File: config.mk
export PLATFORM = sky130hd
export DESIGN_NAME = conv5x5_filter
export DESIGN_NICKNAME = d
export VERILOG_FILES = /design/src/rtl/conv_pkg.sv /design/src/rtl/conv_mac.sv /design/src/rtl/conv5x5_filter.sv
export SDC_FILE = /design/constraint.sdc
export NUM_CORES = 1
export LEC_CHECK = 0
export CORE_UTILIZATION = 50
export CTS_CLUSTER_DIAMETER = 150
export DETAILED_ROUTE_END_ITERATION = 6
export PLACE_DENSITY = 0.69
export SYNTH_ARGS = -nofsm -noshare
export SYNTH_HDL_FRONTEND = slang
export SYNTH_SLANG_ARGS = --single-unit
File: constraint.sdc
create_clock -name clk -period 6.35 [get_ports clk]
set_input_delay 1.27 -clock clk [delete_from_list [all_inputs] [get_ports clk]]
set_output_delay 1.27 -clock clk [all_outputs]
set_load 0.005 [all_outputs]
File: src/rtl/conv_pkg.sv
// Shared constants, kernel and FSM state type for the 5x5 Gaussian filter.
package conv_pkg;

    localparam int unsigned KSUM_SHIFT = 8;
    localparam int unsigned ROUND      = 128;
    localparam int unsigned ACC_W      = 17;

    localparam int unsigned G [5] = '{1, 4, 6, 4, 1};

    typedef enum logic [1:0] {
        S_IDLE,
        S_RUN,
        S_DONE
    } state_e;

    // Separable weight w(i,j) = g(i)*g(j) selected by flat tap index k = 5*i+j.
    function automatic logic [5:0] coef(input logic [4:0] k);
        logic [5:0] c;
        c = '0;
        for (int unsigned i = 0; i < 5; i++) begin
            for (int unsigned j = 0; j < 5; j++) begin
                if (k == 5'(5 * i + j)) begin
                    c = 6'(G[i] * G[j]);
                end
            end
        end
        return c;
    endfunction

endpackage

File: src/rtl/conv_mac.sv
// Coefficient lookup, multiply-accumulate and round/clamp for one output pixel.
module conv_mac
    import conv_pkg::*;
(
    input  logic       clk,
    input  logic       rst,
    input  logic       clr_i,
    input  logic       acc_en_i,
    input  logic [4:0] k_i,
    input  logic [7:0] din_i,
    output logic [7:0] pix_o
);

    logic [ACC_W-1:0] acc_q;
    logic [ACC_W-1:0] acc_d;
    logic [ACC_W-1:0] prod;
    logic [ACC_W-1:0] sum;
    logic [ACC_W:0]   rounded;

    // pix_o reflects the sum including the tap being accumulated this cycle,
    // so the final pixel is available in the same cycle as the last tap.
    always_comb begin
        prod    = ACC_W'(din_i) * ACC_W'(coef(k_i));
        sum     = acc_q + prod;
        acc_d   = acc_q;
        if (clr_i) begin
            acc_d = '0;
        end else if (acc_en_i) begin
            acc_d = sum;
        end
        rounded = ({1'b0, sum} + (ACC_W + 1)'(ROUND)) >> KSUM_SHIFT;
        pix_o   = (rounded > (ACC_W + 1)'(255)) ? 8'hFF : rounded[7:0];
    end

    always_ff @(posedge clk) begin
        if (rst) begin
            acc_q <= '0;
        end else begin
            acc_q <= acc_d;
        end
    end

endmodule

File: src/rtl/conv5x5_filter.sv
// 5x5 Gaussian filter over a padded image BRAM, one output pixel per 27 cycles.
module conv5x5_filter
    import conv_pkg::*;
#(
    parameter int N   = 16,
    parameter int PAD = 2
) (
    input  logic        clk,
    input  logic        rst,
    input  logic        go,
    output logic        flag,
    output logic        busy,
    output logic        ena_pad,
    output logic [14:0] addr_pad,
    input  logic [7:0]  dout_pad,
    output logic        ena_out,
    output logic        wea_out,
    output logic [13:0] addr_out,
    output logic [7:0]  din_out
);

    localparam int          P        = N + 2 * PAD;
    localparam logic [13:0] LAST_PIX = 14'(N * N - 1);
    localparam logic [13:0] LAST_COL = 14'(N - 1);

    state_e      state_q;
    logic [4:0]  cnt_q;
    logic [2:0]  j_q;
    logic [13:0] c_q;
    logic [14:0] base_q;
    logic [14:0] addr_pad_q;
    logic [13:0] pix_q;
    logic        wea_q;
    logic [7:0]  din_q;
    logic        busy_q;
    logic        flag_q;
    logic        ena_pad_q;

    logic        mac_clr;
    logic        mac_en;
    logic [4:0]  mac_k;
    logic [7:0]  mac_pix;

    // Data for tap k arrives in period cycle k+1, hence the k-1 lookup.
    always_comb begin
        mac_clr = (state_q != S_RUN) || (cnt_q == 5'd0);
        mac_en  = (state_q == S_RUN) && (cnt_q >= 5'd1) && (cnt_q <= 5'd25);
        mac_k   = cnt_q - 5'd1;
    end

    conv_mac u_mac (
        .clk      (clk),
        .rst      (rst),
        .clr_i    (mac_clr),
        .acc_en_i (mac_en),
        .k_i      (mac_k),
        .din_i    (dout_pad),
        .pix_o    (mac_pix)
    );

    always_ff @(posedge clk) begin
        if (rst) begin
            state_q    <= S_IDLE;
            cnt_q      <= '0;
            j_q        <= '0;
            c_q        <= '0;
            base_q     <= '0;
            addr_pad_q <= '0;
            pix_q      <= '0;
            wea_q      <= 1'b0;
            din_q      <= '0;
            busy_q     <= 1'b0;
            flag_q     <= 1'b0;
            ena_pad_q  <= 1'b0;
        end else begin
            case (state_q)
                S_IDLE: begin
                    wea_q <= 1'b0;
                    if (go) begin
                        state_q    <= S_RUN;
                        busy_q     <= 1'b1;
                        ena_pad_q  <= 1'b1;
                        flag_q     <= 1'b0;
                        cnt_q      <= '0;
                        j_q        <= '0;
                        c_q        <= '0;
                        base_q     <= '0;
                        addr_pad_q <= '0;
                        pix_q      <= '0;
                    end
                end
                S_RUN: begin
                    if (!go) begin
                        state_q   <= S_IDLE;
                        busy_q    <= 1'b0;
                        ena_pad_q <= 1'b0;
                        wea_q     <= 1'b0;
                    end else begin
                        wea_q <= (cnt_q == 5'd25);
                        if (cnt_q == 5'd25) begin
                            din_q <= mac_pix;
                        end
                        if (cnt_q == 5'd26) begin
                            cnt_q <= '0;
                            j_q   <= '0;
                            if (pix_q == LAST_PIX) begin
                                state_q   <= S_DONE;
                                busy_q    <= 1'b0;
                                ena_pad_q <= 1'b0;
                                flag_q    <= 1'b1;
                            end else begin
                                pix_q <= pix_q + 14'd1;
                                // Row wrap skips the right and left padding columns.
                                if (c_q == LAST_COL) begin
                                    c_q        <= '0;
                                    base_q     <= base_q + 15'(1 + 2 * PAD);
                                    addr_pad_q <= base_q + 15'(1 + 2 * PAD);
                                end else begin
                                    c_q        <= c_q + 14'd1;
                                    base_q     <= base_q + 15'd1;
                                    addr_pad_q <= base_q + 15'd1;
                                end
                            end
                        end else begin
                            cnt_q <= cnt_q + 5'd1;
                            if (cnt_q < 5'd24) begin
                                if (j_q == 3'd4) begin
                                    j_q        <= '0;
                                    addr_pad_q <= addr_pad_q + 15'(P - 4);
                                end else begin
                                    j_q        <= j_q + 3'd1;
                                    addr_pad_q <= addr_pad_q + 15'd1;
                                end
                            end
                        end
                    end
                end
                S_DONE: begin
                    wea_q <= 1'b0;
                    if (!go) begin
                        state_q <= S_IDLE;
                        flag_q  <= 1'b0;
                    end
                end
                default: begin
                    state_q   <= S_IDLE;
                    busy_q    <= 1'b0;
                    ena_pad_q <= 1'b0;
                    wea_q     <= 1'b0;
                    flag_q    <= 1'b0;
                end
            endcase
        end
    end

    always_comb begin
        flag     = flag_q;
        busy     = busy_q;
        ena_pad  = ena_pad_q;
        addr_pad = addr_pad_q;
        ena_out  = 1'b1;
        wea_out  = wea_q;
        addr_out = pix_q;
        din_out  = din_q;
    end

endmodule

==> flow_summary.json <==
{
  "status": "complete, but fails checks",
  "violations": "setup timing",
  "grt_pass1_wl_mm": 30.2,
  "hold_viol_final": 0,
  "tns_ps": -1500,
  "crit_end": "din_out[0]",
  "pwr-share-clk_pct": 37.7,
  "ir_worst_vdd_mv": 0.125,
  "yosysSeqAreaShare_pct": 26.4,
  "cts_inserted_buffers": 9,
  "drcViolationCount": 0,
  "ant_nets": 0,
  "p_seq_share_pct": 42.0,
  "path_class": "flip-flop to flip-flop",
  "synth_area_sq_mm": 0.00728,
  "area_delta_synth_final_pct": 30.4,
  "grt_util_met1_pct": 34.4,
  "cap_violations": 0,
  "holdWs_ps": 481,
  "crit_path_start": "cnt_q[0]",
  "synthFlopType": "dfxtp_1",
  "final_common_cell": "nor2_1",
  "p_leak_nw": 3.96,
  "fin_cells": 1254,
  "grt_pass1_vias": 6505,
  "die_h_um": 123,
  "cp_num_buf_inv": 9,
  "post_drt_wl_per_cell_um": 14.5,
  "worst_pin_slew_ps": 987,
  "cp-end-kind": "flip-flop",
  "std_cell_rows": 43,
  "antenna_found_initial": 0,
  "r2r_start": "cnt_q[0]",
  "clock-sinks": 96,
  "postSynthAreaPerCell_sq_um": 7.83,
  "power.internal_mw": 1.03,
  "drtIter0Drc": 437,
  "die-area_sq_mm": 0.0150,
  "synth-warning-count": 0,
  "crit_required_ps": 6630,
  "period_minus_slack_ps": 6550,
  "gr-usage-met3_pct": 4.18,
  "cp.depth": 30,
  "pin_count": 53,
  "via_count": 6806,
  "cts_tree": "yes",
  "via_per_inst": 5.43,
  "setup_ws_ps": -200,
  "maxSlewViolCount": 0,
  "timing.rr.end": "din_out[0]",
  "routed_wl_mm": 18.1,
  "cp_slowest_cell": "fa_1",
  "initial_core_util_pct": 51.8,
  "drive_gt1_share_pct": 19.9,
  "cp_slowest_stage_delay_ps": 440,
  "swShare_pct": 28.5,
  "syn_inst": 930,
  "rsz0062_at_grt": "true",
  "clk_latency_ps": 360,
  "critical_path_peak_fanout": 8,
  "htreeDepth": 3,
  "core_sq_mm": 0.0140,
  "overflow": 0,
  "final_cell_mix": "nor2_1, buf_4, dfxtp_1, nand2_1, inv_1",
  "antennaDiodeCount": 0,
  "finish.net_count": 1162,
  "hp-class": "flip-flop to flip-flop",
  "crit_family": "adder cells",
  "die_x_um": 123,
  "cts-root-buf": "clkbuf_16",
  "ff2ff_setup_slack_ps": -200,
  "power_density_mw_per_mm2": 152,
  "drtPass1Iterations": 5,
  "worst-r2r-cell-count": 30,
  "synthArstFlopShare_pct": 0,
  "grt_max_degree": 34,
  "cp_common_cell": "fa_1",
  "dp_slack_ps": -425,
  "finalCoreUtilization_pct": 67.6,
  "place_inst": 1213,
  "skew_ps": 17.1,
  "global_route.usage.met2_pct": 40.4,
  "numPortBuffers": 51,
  "max_freq_mhz": 153,
  "synth_cell_types": 70,
  "gp_congestion": 0.881,
  "critPathArrivalTime_ps": 6830,
  "hpwlAfterDp_mm": 12.8,
  "post-route-period-util_pct": 103,
  "setup-violations-final": 8,
  "p_sw_uw": 412,
  "start_kind": "flip-flop",
  "synth_edf_count": 0,
  "clkTransAtPathRegs_ps": 80,
  "syn_nets": 1023,
  "cts.path.max_buffers": 2,
  "busiest_layer": "met2",
  "slew_headroom_pct": 33.7,
  "grt_use_total_pct": 25.3,
  "p_comb_share_pct": 20.3,
  "synth-seq-cells": 96
}
==> registers in the layout, indices dropped and copies added (netlist names) <==
name         cells
ena_pad          1
addr_pad        15
u_mac.acc_q     17
cnt_q            5
din_out          8
j_q              3
wea_out          1
flag             1
state_q          2
addr_out        14
c_q             14
base_q          15
==> cells by family after synthesis <==
| kind of cell | after synthesis | synth area share [%] |
|---|---|---|
| xor gates and xnor gates | 67 | 8.06 |
| buffers and inverters | 122 | 6.46 |
| other | 1 | 0.0515 |
| adders and majority gates | 82 | 17.8 |
| DFF | 96 | 26.4 |
| AOI/OAI and AO/OA | 183 | 16.0 |
| muxes | 7 | 0.963 |
| and+or+nand+nor | 372 | 24.3 |
==> tightest hold or removal path, cell delays in order (launching register included) <==
cell	delay, ps
dfxtp_1	320
nand2_1	50
o21ai_0	60
==> synthesized netlist by cell type, types with 20 or more instances <==
library cell	count	area, sq um
a21oi_1	60	300
and2_1	20	125
clkbuf_1	29	109
dfxtp_1	96	1920
fa_1	36	721
ha_1	46	576
inv_1	86	323
nand2_1	90	338
nand3_1	22	110
nor2_1	130	488
nor3_1	32	160
o21ai_0	48	240
xnor2_1	28	245
xor2_1	39	342
==> final cells by class <==
type	count	area, sq um
Multi-Input combinational cell	712	5330
Sequential cell	96	1930
Clock buffer	12	256
Fill cell	1174	4550
Timing Repair Buffer	164	1390
Tap cell	180	225
Clock inverter	4	41.3
Inverter	86	328
==> stage by stage <==
| stage | cell area (sq um) | power, mW |
|---|---|---|
| finish | 9490 | 1.45 |
| global route | 9490 | 1.50 |
| CTS | 9330 | 1.44 |
| detailed placement | 8630 | 0.858 |
| global placement | 8630 | 0.856 |
| floorplan | 7370 | 0.765 |
==> repair_timing <==
item / in CTS / in global routing
resized for setup: 54 / 27
buffers inserted: 17 / 11
endpoints found under the setup margin: 8 / 10
pin swaps: 38 / 15
gates cloned: 0 / 0
hold buffers: 0 / 0
==> worst min path at each step <==
stage,to,slack [ps],start,depth (start not counted)
4_1_cts,base_q[14],480,base_q[14],2
2_1_floorplan,base_q[14],440,base_q[14],2
6_report,base_q[14],480,base_q[14],2
3_5_place_dp,j_q[1],470,j_q[1],2
5_1_grt,j_q[1],520,j_q[1],2
3_3_place_gp,j_q[1],460,j_q[1],2
==> power groups by stage <==
stage	sequential (mW)	combinational (mW)	clock (mW)
floorplan	0.621	0.144	0
finish	0.607	0.294	0.544
CTS	0.607	0.275	0.554
global route	0.607	0.323	0.573
global placement	0.621	0.235	0
detailed placement	0.621	0.237	0
==> metal layers <==
metal | vias to the layer above | part of all wire (%) | wire, um
met3 | 24 | 4.9 | 885
met5 | - | 0 | 0
met2 | 163 | 45 | 8220
met1 | 3185 | 48 | 8680
li1 | 3434 | - | -
met4 | 0 | 1.9 | 341
Note: power is estimated with default switching activity, not from simulation.
